**src/rtl/eclair_alu_pkg.sv**
```systemverilog
// Shared encodings for driving alu_16 and the mul_div_seq state type.
package eclair_alu_pkg;

   localparam logic [3:0] ALU_OP_ADD     = 4'b1001;
   localparam logic [3:0] ALU_OP_SUB     = 4'b0110;
   localparam logic       ALU_MODE_ARITH = 1'b0;

   // alu_16 carry-in is active-low
   localparam logic       ALU_CIN_NONE   = 1'b1;
   localparam logic       ALU_CIN_ONE    = 1'b0;

   localparam logic [3:0] MDS_LAST_STEP  = 4'd15;

   typedef enum logic [1:0] {
      IDLE = 2'd0,
      MUL  = 2'd1,
      DIV  = 2'd2,
      DONE = 2'd3
   } mds_state_t;

endpackage

```
**src/rtl/mul_div_seq.sv**
```systemverilog
// Sequential 16x16 unsigned multiply / 16/16 restoring divide.
// All add/subtract work is done by the external alu_16 this block drives.
//
// state | meaning
// IDLE  | waiting for start; ALU parked on idle values
// MUL   | 16 shift-add steps over {acc, mq}
// DIV   | 16 restoring-divide steps over {rem, q}
// DONE  | one-cycle done pulse, results valid
module mul_div_seq
   import eclair_alu_pkg::*;
#(
   parameter int WIDTH = 16
) (
   input  logic             clk,
   input  logic             reset_n,
   input  logic             start,
   input  logic             op,
   input  logic [WIDTH-1:0] a,
   input  logic [WIDTH-1:0] b,
   output logic             busy,
   output logic             done,
   output logic [WIDTH-1:0] result_hi,
   output logic [WIDTH-1:0] result_lo,
   output logic             div_by_zero,
   output logic [3:0]       alu_op,
   output logic             alu_mode,
   output logic [WIDTH-1:0] alu_x,
   output logic [WIDTH-1:0] alu_y,
   output logic             alu_c_in,
   input  logic [WIDTH-1:0] alu_z,
   input  logic             alu_c_out16
);

   mds_state_t       r_state;
   mds_state_t       w_state_nxt;
   logic [3:0]       r_cnt;
   logic [WIDTH-1:0] r_a;
   logic [WIDTH-1:0] r_b;
   logic [WIDTH-1:0] r_hi;      // acc (multiply) / rem (divide)
   logic [WIDTH-1:0] r_lo;      // mq  (multiply) / q   (divide)
   logic [WIDTH-1:0] r_res_hi;
   logic [WIDTH-1:0] r_res_lo;
   logic             r_dbz;

   logic             w_accept;
   logic             w_start_dbz;
   logic             w_last;
   logic             w_ge;
   logic [WIDTH-1:0] w_div_x;
   logic [WIDTH-1:0] w_mul_hi;
   logic [WIDTH-1:0] w_mul_lo;
   logic [WIDTH-1:0] w_div_hi;
   logic [WIDTH-1:0] w_div_lo;

   assign w_accept    = (r_state == IDLE) && start;
   assign w_start_dbz = op && (b == '0);
   assign w_last      = (r_cnt == MDS_LAST_STEP);

   assign w_mul_hi = {~alu_c_out16, alu_z[WIDTH-1:1]};
   assign w_mul_lo = {alu_z[0], r_lo[WIDTH-1:1]};

   // rem[15] set means the shifted partial remainder exceeds 16 bits, so it is >= b
   assign w_div_x  = {r_hi[WIDTH-2:0], r_lo[WIDTH-1]};
   assign w_ge     = r_hi[WIDTH-1] | ~alu_c_out16;
   assign w_div_hi = w_ge ? alu_z : w_div_x;
   assign w_div_lo = {r_lo[WIDTH-2:0], w_ge};

   always_ff @(posedge clk or negedge reset_n) begin
      if (!reset_n) begin
         r_state <= IDLE;
      end else begin
         r_state <= w_state_nxt;
      end
   end

   always_comb begin
      w_state_nxt = r_state;
      case (r_state)
         IDLE: begin
            if (start) begin
               if (w_start_dbz) begin
                  w_state_nxt = DONE;
               end else if (op) begin
                  w_state_nxt = DIV;
               end else begin
                  w_state_nxt = MUL;
               end
            end
         end
         MUL:     if (w_last) w_state_nxt = DONE;
         DIV:     if (w_last) w_state_nxt = DONE;
         DONE:    w_state_nxt = IDLE;
         default: w_state_nxt = IDLE;
      endcase
   end

   always_comb begin
      busy     = (r_state != IDLE);
      done     = (r_state == DONE);
      alu_op   = ALU_OP_ADD;
      alu_mode = ALU_MODE_ARITH;
      alu_x    = '0;
      alu_y    = '0;
      alu_c_in = ALU_CIN_NONE;
      case (r_state)
         MUL: begin
            alu_x = r_hi;
            alu_y = r_lo[0] ? r_a : '0;
         end
         DIV: begin
            alu_op   = ALU_OP_SUB;
            alu_x    = w_div_x;
            alu_y    = r_b;
            alu_c_in = ALU_CIN_ONE;
         end
         default: ;
      endcase
   end

   always_ff @(posedge clk or negedge reset_n) begin
      if (!reset_n) begin
         r_cnt    <= '0;
         r_a      <= '0;
         r_b      <= '0;
         r_hi     <= '0;
         r_lo     <= '0;
         r_res_hi <= '0;
         r_res_lo <= '0;
         r_dbz    <= 1'b0;
      end else if (w_accept) begin
         r_cnt <= '0;
         r_a   <= a;
         r_b   <= b;
         r_hi  <= '0;
         r_lo  <= op ? a : b;
         r_dbz <= w_start_dbz;
         if (w_start_dbz) begin
            r_res_hi <= a;
            r_res_lo <= '1;
         end
      end else if (r_state == MUL) begin
         r_cnt <= r_cnt + 4'd1;
         r_hi  <= w_mul_hi;
         r_lo  <= w_mul_lo;
         if (w_last) begin
            r_res_hi <= w_mul_hi;
            r_res_lo <= w_mul_lo;
         end
      end else if (r_state == DIV) begin
         r_cnt <= r_cnt + 4'd1;
         r_hi  <= w_div_hi;
         r_lo  <= w_div_lo;
         if (w_last) begin
            r_res_hi <= w_div_hi;
            r_res_lo <= w_div_lo;
         end
      end
   end

   assign result_hi   = r_res_hi;
   assign result_lo   = r_res_lo;
   assign div_by_zero = r_dbz;

endmodule
```
**config.mk**
```make
export PLATFORM = sky130hd
export DESIGN_NAME = mul_div_seq
export DESIGN_NICKNAME = d
export VERILOG_FILES = /design/src/rtl/eclair_alu_pkg.sv /design/src/rtl/mul_div_seq.sv
export SDC_FILE = /design/constraint.sdc
export NUM_CORES = 1
export LEC_CHECK = 0
export ABC_CLOCK_PERIOD_IN_PS = 2700
export BUFFER_PORTS_ARGS = -buffer_cell sky130_fd_sc_hd__buf_2
export CAP_MARGIN = 5
export CELL_PAD_IN_SITES_DETAIL_PLACEMENT = 1
export CELL_PAD_IN_SITES_GLOBAL_PLACEMENT = 1
export CORE_MARGIN = 4
export CORE_UTILIZATION = 41
export CTS_CLUSTER_SIZE = 40
export DETAILED_ROUTE_END_ITERATION = 7
export PLACE_DENSITY_LB_ADDON = 0.1
export SYNTH_ARGS = -nofsm -noshare
export SYNTH_HDL_FRONTEND = slang
export SYNTH_SLANG_ARGS = --single-unit
```
**constraint.sdc**
```tcl
create_clock -name clk -period 2.7 [get_ports clk]
set_clock_uncertainty 0.1 [all_clocks]
set_input_delay 0.27 -clock clk [delete_from_list [all_inputs] [get_ports clk]]
set_output_delay 0.27 -clock clk [all_outputs]
set_load 0.01 [all_outputs]
```
==> results.md, run 1 <==
* Antenna diodes at 0
* CP Data Arrival Time at 2.10 ns
* Clock Tree Root: clkbuf_16
* Die Area at 0.0160 mm2
* FP Rows at 43
* Clock period minus final worst setup slack at 2.47 ns
* Run status: complete, no violations
* Hold path startpoint: b[3]
* Sw Share at 42.4%
* YS warnings at 0
* Num CTS Buffers at 9
* Compound-cell area share of the yosys netlist at 16.5%
* Req. time, crit path at 2.33 ns
* Synth Register Bits at 103
* Vias per cell at 5.48
* Combinational power share at 47.5%
* Crit start category: flop
* Combinational family with the most area after synthesis: simple AND/OR/NAND/NOR gates
* Post-synthesis xor/xnor area fraction at 0.304%
* Vias in the first global route at 5274
* Clock power frac at 17.3%
* VDD IR max at 0.397 mV
* Reg2reg end: result_hi[12]
* Synth cell types at 39
* Final setup viols at 0
* Simple-Gate Fraction of Synth Area at 22.6%
* Total routed wirelength at 17600 um
* Sequential area share after synthesis at 44.8%
* Worst r2r path cells at 7
* Crit-path max FO at 18
* P_leak at 0.00316 uW
* Max clock buf depth at 2
* DR iter-0 viols at 243
* Synthesized Nets at 685
* Critical Path Start: r_state[1]
* Routability cong. at 0.893
* Layout cells sized above 1 at 23.2%
* Most frequent cells after synthesis: 127 x nand2_1, 103 x dfrtp_1, 55 x nor2b_1, 41 x a22oi_1, 36 x a21oi_1
* Filler cells at 1637
* Slew Viols, Final at 0
* Maxcap violations at 0
* Global-route usage over all layers at 22.2%
* Clk slew on worst S/H paths at 0.07 ns
* CTS tree: yes
* GRT overflow at 0
* WL/cell at 19.3 um
* Reg power frac at 35.1%
* Synth Instances at 627
* Post-route ant nets at 0
* Post-Place Worst Slack at 0.323 ns
* Endpoint type of the worst setup path: primary output
* Layout area overhead at 19.2%
* First-pass GRT wire length at 28300 um
* Final hold vios at 0
* Mux cell area share after synthesis at 10.0%
* Setup TNS at 0 ns
* Measured slew at the worst slew-check pin at 0.597 ns
* Psw at 3040 uW
* Final core area utilization at 49.6%
* Largest cells by area after synthesis: dfrtp_1 45%, nand2_1 8.3%, nor2b_1 6.0%
* Post-Synth Adder-Cell Area at 1.09%
* Synthesized area per cell at 9.18 um2
* CTS Sinks at 103
* Initial Util at 41.6%
* Period utilization at 91.5%
* R2r startpoint: r_state[0]
* PortBufs at 124
* Die width at 126 um
* Vias at 4989
* Synth Cell Area at 0.00575 mm2
* Worst setup slack after layout at 0.228 ns
* Fmax at 405 MHz
* Number of flops mapped to enable cells by yosys at 0
* CORE AREA at 0.0138 mm2
* Die Y at 126 um
* Fin nets at 783
* Crit path kind: flop to primary output
* Top-area cell type share of the netlist area at 44.8%
* Largest net degree at the start of global routing at 76
* Most frequent cell after synthesis: nand2_1
* Max-slew headroom at 60.2%
* Prevailing post-synth register cell: dfrtp_1
* H-Tree Depth at 3
* Synth area leader: dfrtp_1
* Pwr Density at 1050 mW/mm2
* Post-synthesis async set-or-reset flop share at 100%
* Initial antenna violation count at 0
* Reg2reg setup slack at 0.31 ns
* RSZ-0062 raised after global routing: false
* Drt first pass iters at 4
* Post-DP HPWL at 12600 um
* Area of the multi-input gates at 0.00293 mm2
* Worst-skew pair later-pin latency at 0.35 ns
* CP Capture Point: alu_y[5]
* HP Class: primary input to flop
* Drt drc at 0
* Pint at 4130 uW
* I/O pins at 126
* Sequential Area at 0.00258 mm2
* Post-CTS Setup Repair Bufs at 0
==> registers in the layout, summed over array words and instances, names as in the netlist <==
register and flops:
r_cnt 4, r_hi 16, div_by_zero 1, r_a 16, result_lo 16, r_lo 16
r_b 16, r_state 2, result_hi 16
==> what timing repair did <==
item                       4_1_cts  5_1_grt
gates resized for setup          1        0
setup endpoints to repair        2        0
hold endpoints to repair        39        0
hold buffers                     1        0
==> cells by family (layout without fill, tap and decap cells) <==
kind of cell,count (synthesis),in the layout
simple gates,261,261
fa+ha+maj,5,5
flops,103,103
buf+inv,60,163
xor+xnor,2,2
mux,55,55
other cells,1,1
compound gates,140,140
==> stage by stage <==
stage / power (uW) / hold WS [ns] / instance area (um2) / cells
floorplan: 4820 / -0.126 / 5750 / 627
global placement: 5830 / 0.211 / 6570 / 893
detailed placement: 5960 / 0.216 / 6570 / 893
CTS: 7250 / 0.0259 / 6860 / 910
global route: 7760 / 0.0396 / 6860 / 910
finish: 7170 / 0.0395 / 6860 / 910
==> cell type report <==
class,count,area share (%)
clock inverter,5,0.493
sequential,103,37.6
tap,180,3.28
inverter,4,0.219
multi-input combinational,464,42.8
timing repair buffer,143,12.1
clock buffer,11,3.54
==> cell usage in the layout, fill, tap and decap left out, types with 7 or more instances in the layout <==
cell	n
a211oi_1	24
a21oi_1	36
a22oi_1	41
and3b_1	15
buf_2	123
buf_4	14
clkbuf_16	9
dfrtp_1	103
mux2_1	19
mux2i_1	33
nand2_1	126
nor2_1	21
nor2b_1	55
o211ai_1	7
o21ai_0	10
o31ai_1	15
or3_1	23
==> layer usage <==
metal	track usage [%]	routed length, um
met3	3.96	635
met1	30.0	7990
met5	0	0
met2	36.8	8640
met4	6.56	308
==> critical path, cell delays in order (launching register included) <==
cell     delay (ns)
dfrtp_1        0.42
inv_1          0.13
ha_4           0.31
and2_2         0.44
a22oi_1        0.13
nor2b_1        0.16
buf_2          0.17
==> power groups by stage <==
stage | logic (uW) | registers, uW | clock network, uW
6_report | 3410 | 2520 | 1240
5_1_grt | 3830 | 2590 | 1350
4_1_cts | 3450 | 2510 | 1280
3_5_place_dp | 3420 | 2540 | 0
3_3_place_gp | 3300 | 2530 | 0
2_1_floorplan | 2430 | 2390 | 0
==> worst min path at each step <==
stage,end,slack (ns),cells past startpoint
floorplan,div_by_zero,-0.13,0
global placement,result_lo[3],0.21,1
detailed placement,r_lo[4],0.22,1
CTS,r_b[3],0.03,3
global route,r_b[3],0.04,3
finish,r_b[3],0.04,3
No activity file was read; power rests on OpenSTA's default activity.
==> inputs of run 2 (changes only) <==
--- a/config.mk
+++ b/config.mk
@@ -14,6 +14,7 @@
 export CORE_UTILIZATION = 41
 export CTS_CLUSTER_SIZE = 40
 export DETAILED_ROUTE_END_ITERATION = 7
+export MAX_ROUTING_LAYER = met4
 export PLACE_DENSITY_LB_ADDON = 0.1
 export SYNTH_ARGS = -nofsm -noshare
 export SYNTH_HDL_FRONTEND = slang
==> results.md, run 2 (synthesis gave the netlist of run 1 again) <==
* Run status: complete, no violations
* Crit path kind: flop to primary output
* Fin nets at 783 (unchanged)
* Global-route usage over all layers at 22.9% (+0.66 points)
* Endpoint type of the worst setup path: primary output
* Die width at 126 um (unchanged)
* Initial Util at 41.6% (unchanged)
* Worst Path Buf+Inv at 2 (unchanged)
* Final setup viols at 0 (unchanged)
* Vias per cell at 5.55 (+1.2%)
* Total routed wirelength at 17500 um (-0.18%)
* Antenna diodes at 0 (unchanged)
* Worst setup slack after layout at 0.199 ns (-0.0294 ns)
* DR iter-0 viols at 221 (-9.1%)
* Req. time, crit path at 2.33 ns (about the same)
* Maxcap violations at 0 (unchanged)
* Reg2reg end: result_hi[12]
* CTS Sinks at 103 (unchanged)
* Slowest CP cell: and2_2
* Worst r2r path cells at 7 (unchanged)
* P_leak at 0.00316 uW (unchanged)
* Area of the multi-input gates at 0.00293 mm2 (unchanged)
* CTS tree: yes
* M2 GR Usage at 37.0% (+0.22 points)
* Vias in the first global route at 5276 (+0.038%)
* Crit path max-delay family: simple AND/OR/NAND/NOR gates
* Clock Tree Root: clkbuf_16
* FP Rows at 43 (unchanged)
* Routability cong. at 0.908 (+1.7%)
* Period utilization at 92.6% (+1.1 points)
* Die Y at 126 um (unchanged)
* Post-DP HPWL at 12600 um (unchanged)
* Layout cells sized above 1 at 23.2% (unchanged)
* Clk slew on worst S/H paths at 0.07 ns (about the same)
* Final instance area at 0.00686 mm2 (unchanged)
* Layout area overhead at 19.2% (unchanged)
* Commonest non-fill, non-tap cell in the layout: nand2_1
* Initial antenna violation count at 0 (unchanged)
* H-Tree Depth at 3 (unchanged)
* Grt peak-use layer: met2
* PortBufs at 124 (unchanged)
* Max clock buf depth at 2 (unchanged)
* Fmax at 400 MHz (-1.2%)
* First-pass GRT wire length at 28300 um (unchanged)
* Crit start category: flop
* M3 GR Usage at 3.83% (-0.13 points)
* Drt drc at 0 (unchanged)
* Final core area utilization at 49.6% (unchanged)
* Largest net degree at the start of global routing at 76 (unchanged)
* Sequential Area at 0.00258 mm2 (unchanged)
* Setup TNS at 0 ns (unchanged)
* VDD IR max at 0.399 mV (+0.41%)
* CP Data Arrival Time at 2.13 ns (+0.03 ns)
* Measured slew at the worst slew-check pin at 0.597 ns (-0.000110 ns)
* Hold Path Stages at 3 (unchanged)
* CORE AREA at 0.0138 mm2 (unchanged)
* HP Class: primary input to flop
* Post-route ant nets at 0 (unchanged)
* Num CTS Buffers at 9 (unchanged)
* GR met1 Demand/Resource at 30.0% (about the same)
* I/O pins at 126 (unchanged)
* Placed cell area at 0.00657 mm2 (unchanged)
* Hold path startpoint: b[3]
* Post-Place Worst Slack at 0.323 ns (unchanged)
* Vias at 5047 (+1.2%)
* R2r startpoint: r_state[0]
* WL/cell at 19.3 um (-0.18%)
* Drt first pass iters at 4 (unchanged)
* Crit-path max FO at 18 (unchanged)
* Slew Viols, Final at 0 (unchanged)
* Die Area at 0.0160 mm2 (unchanged)
* Reg2reg setup slack at 0.31 ns (about the same)
* Filler cells at 1637 (unchanged)
* Most frequent cells in the layout: 126 x nand2_1, 123 x buf_2, 103 x dfrtp_1
* Clock period minus final worst setup slack at 2.50 ns (+0.0294 ns)
* GRT overflow at 0 (unchanged)
* Max-slew headroom at 60.2% (about the same)
* Worst Hold Path EP: r_b[3]
* RSZ-0062 raised after global routing: false
* CP cell instances: inv_1 -> ha_4 -> and2_2 -> a22oi_1 -> nor2b_1 -> buf_2
* Pwr Density at 1050 mW/mm2 (about the same)
* Slowest cell delay on critical path at 0.44 ns (about the same)
* Worst-skew pair later-pin latency at 0.35 ns (about the same)
* Final hold vios at 0 (unchanged)
==> run 2: worst max path at each step <==
stage,startpoint,endpoint,slack [ns],cells after the start
final,r_state[1],alu_y[5],0.20,6
after global routing,r_state[1],alu_y[5],0.08,6
after CTS,r_state[1],alu_y[5],0.21,6
after detailed placement,r_state[0],result_hi[12],0.32,7
after global placement,r_state[0],result_hi[3],0.39,7
after floorplan,r_state[0],result_lo[3],0.44,8
==> run 2: cell type report <==
cell class / count / share of cell area [%]
multi-input combinational: 464 / 42.8
sequential: 103 / 37.6
timing repair buffer: 143 / 12.1
clock buffer: 11 / 3.54
tap: 180 / 3.28
clock inverter: 5 / 0.493
inverter: 4 / 0.219
==> run 2: worst min-delay path, stage by stage <==
cell and delay [ns]:
buf_2 0.10, nand2_1 0.05, nand2_1 0.04
==> run 2: metal layers <==
metal  up-vias  part of all wire (%)  wire (um)
met3        25                   4.2        737
met4         0                   1.9        329
met2       124                    49       8650
li1       2391                     -          -
met5         -                     0          0
met1      2507                    45       7830
==> run 2: where the power goes <==
part / switching (uW) / total [uW] / internal [uW] / leakage [uW]
Clock: 597 / 1250 / 650 / 0.000132
Sequential: 454 / 2520 / 2060 / 0.00123
Combinational: 1990 / 3410 / 1420 / 0.00179
==> run 2: through the flow <==
step | hold WS (ns) | total power [uW] | cells
2_1_floorplan | -0.126 | 4820 | 627
3_3_place_gp | 0.211 | 5830 | 893
3_5_place_dp | 0.216 | 5960 | 893
4_1_cts | 0.0259 | 7250 | 910
5_1_grt | 0.0409 | 7770 | 910
6_report | 0.0380 | 7170 | 910
==> run 2: what timing repair did <==
item	in CTS	in global routing
hold endpoints to repair	39	0
gates resized for setup	1	0
hold buffers	1	0
setup endpoints to repair	2	0
setup buffers	0	0
==> inputs of run 3 (changes only) <==
--- a/config.mk
+++ b/config.mk
@@ -5,7 +5,7 @@
 export SDC_FILE = /design/constraint.sdc
 export NUM_CORES = 1
 export LEC_CHECK = 0
-export ABC_CLOCK_PERIOD_IN_PS = 2700
+export ABC_CLOCK_PERIOD_IN_PS = 2460
 export BUFFER_PORTS_ARGS = -buffer_cell sky130_fd_sc_hd__buf_2
 export CAP_MARGIN = 5
 export CELL_PAD_IN_SITES_DETAIL_PLACEMENT = 1
==> constraint.sdc (replaced) <==
create_clock -name clk -period 2.46 [get_ports clk]
set_clock_uncertainty 0.1 [all_clocks]
set_input_delay 0.246 -clock clk [delete_from_list [all_inputs] [get_ports clk]]
set_output_delay 0.246 -clock clk [all_outputs]
set_load 0.01 [all_outputs]
==> results.md, run 3 (synthesis gave the netlist of run 1 again) <==
* R2r startpoint: r_state[0]
* Reg2reg end: result_hi[7]
* FP Rows at 43 (unchanged)
* Slowest cell delay on critical path at 0.45 ns (about the same)
* Maxcap violations at 0 (unchanged)
* Fin nets at 799 (+2.0%)
* GR met1 Demand/Resource at 31.6% (+1.6 points)
* Total routed wirelength at 18100 um (+3.2%)
* Drt drc at 0 (unchanged)
* Worst Path Buf+Inv at 3 (+1)
* Grt peak-use layer: met2
* CP cell instances: inv_1 -> ha_2 -> buf_6 -> a22oi_1 -> nor2b_1 -> buf_2
* Clock Tree Root: clkbuf_16
* CORE AREA at 0.0138 mm2 (unchanged)
* Layout area overhead at 20.7%
* Worst r2r path cells at 7 (unchanged)
* CP Data Arrival Time at 1.89 ns (-0.24 ns)
* Placed cell area at 0.00661 mm2 (+0.69%)
* Setup TNS at 0 ns (unchanged)
* P_leak at 0.00323 uW (+2.4%)
* Crit path kind: flop to primary output
* Num CTS Buffers at 9 (unchanged)
* Layout cells sized above 1 at 24.3% (+1.1 points)
* Post-DP HPWL at 13000 um (+3.3%)
* Antenna diodes at 0 (unchanged)
* Most frequent cells in the layout: 126 x nand2_1, 123 x buf_2, 103 x dfrtp_1
* Final setup viols at 0 (unchanged)
* Commonest non-fill, non-tap cell in the layout: nand2_1
* Routability cong. at 0.890 (-1.9%)
* M3 GR Usage at 2.78% (-1.1 points)
* CTS tree: yes
* I/O pins at 126 (unchanged)
* Endpoint type of the worst setup path: primary output
* Crit path max-delay family: buffers and inverters
* Crit-path max FO at 35 (+17)
* Vias per cell at 5.50 (-0.80%)
* Max-slew headroom at 59.1% (-1.1 points)
* Crit start category: flop
* GRT overflow at 0 (unchanged)
* Die width at 126 um (unchanged)
* Period utilization at 91.1%
* Die Y at 126 um (unchanged)
* DR iter-0 viols at 342 (+55%)
* Post-route ant nets at 0 (unchanged)
* Die Area at 0.0160 mm2 (unchanged)
* Clock period minus final worst setup slack at 2.24 ns
* Final instance area at 0.00694 mm2 (+1.3%)
* Final core area utilization at 50.2% (+0.62 points)
* Slew Viols, Final at 0 (unchanged)
* Max clock buf depth at 2 (unchanged)
* Worst Hold Path EP: r_b[13]
* VDD IR max at 0.562 mV (+41%)
* CTS Sinks at 103 (unchanged)
* Filler cells at 1648 (+0.67%)
* Hold Path Stages at 3 (unchanged)
* RSZ-0062 raised after global routing: false
* Req. time, crit path at 2.11 ns (-0.22 ns)
* Vias in the first global route at 5450 (+3.3%)
* First-pass GRT wire length at 29500 um (+4.1%)
* Initial Util at 41.6% (unchanged)
* Final hold vios at 0 (unchanged)
* Reg2reg setup slack at 0.35 ns (+0.04 ns)
* Initial antenna violation count at 0 (unchanged)
* Worst-skew pair later-pin latency at 0.35 ns (about the same)
* Slowest CP cell: dfrtp_1
* WL/cell at 19.6 um (+1.6%)
* Measured slew at the worst slew-check pin at 0.614 ns (+0.0169 ns)
* Drt first pass iters at 4 (unchanged)
* Vias at 5089 (+0.83%)
* Largest net degree at the start of global routing at 46 (-39%)
* Clk slew on worst S/H paths at 0.07 ns (about the same)
* Hold path startpoint: b[13]
* PortBufs at 124 (unchanged)
* HP Class: primary input to flop
* Run status: complete, no violations
* M2 GR Usage at 38.4% (+1.4 points)
* Fmax at 446 MHz
* Pwr Density at 1140 mW/mm2 (+9.3%)
* H-Tree Depth at 3 (unchanged)
* Global-route usage over all layers at 23.7% (+0.76 points)
run 3: report_power, final:
group          switching [uW]  internal (uW)
sequential                495           2270
clock                     619            767
combinational            2210           1580
run 3: layer usage:
metal  wire length [um]  share of wire [%]
met5                  0                  0
met4                194                1.1
met3                798                4.4
met2               9110                 50
met1               8010                 44
run 3: tightest hold or removal path: stages:
cell	delay, ns
buf_2	0.10
nand2_1	0.05
nand2_1	0.05
run 3: repair_timing:
action,4_1_cts,5_1_grt
hold buffers,1,0
setup buffers,0,5
setup endpoints to repair,0,16
resized for setup,0,1
hold endpoints to repair,41,0
run 3: layout make-up:
type | count | area [um2] | share of cell area, %
clock buffers | 15 | 278 | 4.00
inverters | 4 | 15.0 | 0.216
multi-input cells | 464 | 2930 | 42.2
flip-flops and latches | 103 | 2580 | 37.1
well taps | 180 | 225 | 3.24
repair buffers | 159 | 917 | 13.2
run 3: stage by stage:
step           instances  setup slack (ns)  hold slack (ns)  power [uW]
3_3_place_gp         904             0.231            0.197        6410
2_1_floorplan        627             0.196           -0.150        5290
5_1_grt              925            0.0816           0.0289        8600
3_5_place_dp         904             0.229            0.199        6530
4_1_cts              920            0.0190           0.0107        7970
6_report             925             0.219           0.0249        7930
run 3: worst max-delay path by stage:
stage                     from           end  slack (ns)  cells past startpoint
floorplan           r_state[0]  result_lo[3]        0.20                      8
global placement         b[14]  result_lo[2]        0.23                      7
detailed placement       b[14]  result_lo[2]        0.23                      7
CTS                 r_state[1]      alu_y[5]        0.02                      7
global route        r_state[0]      alu_y[5]        0.08                      6
finish              r_state[0]      alu_y[5]        0.22                      6
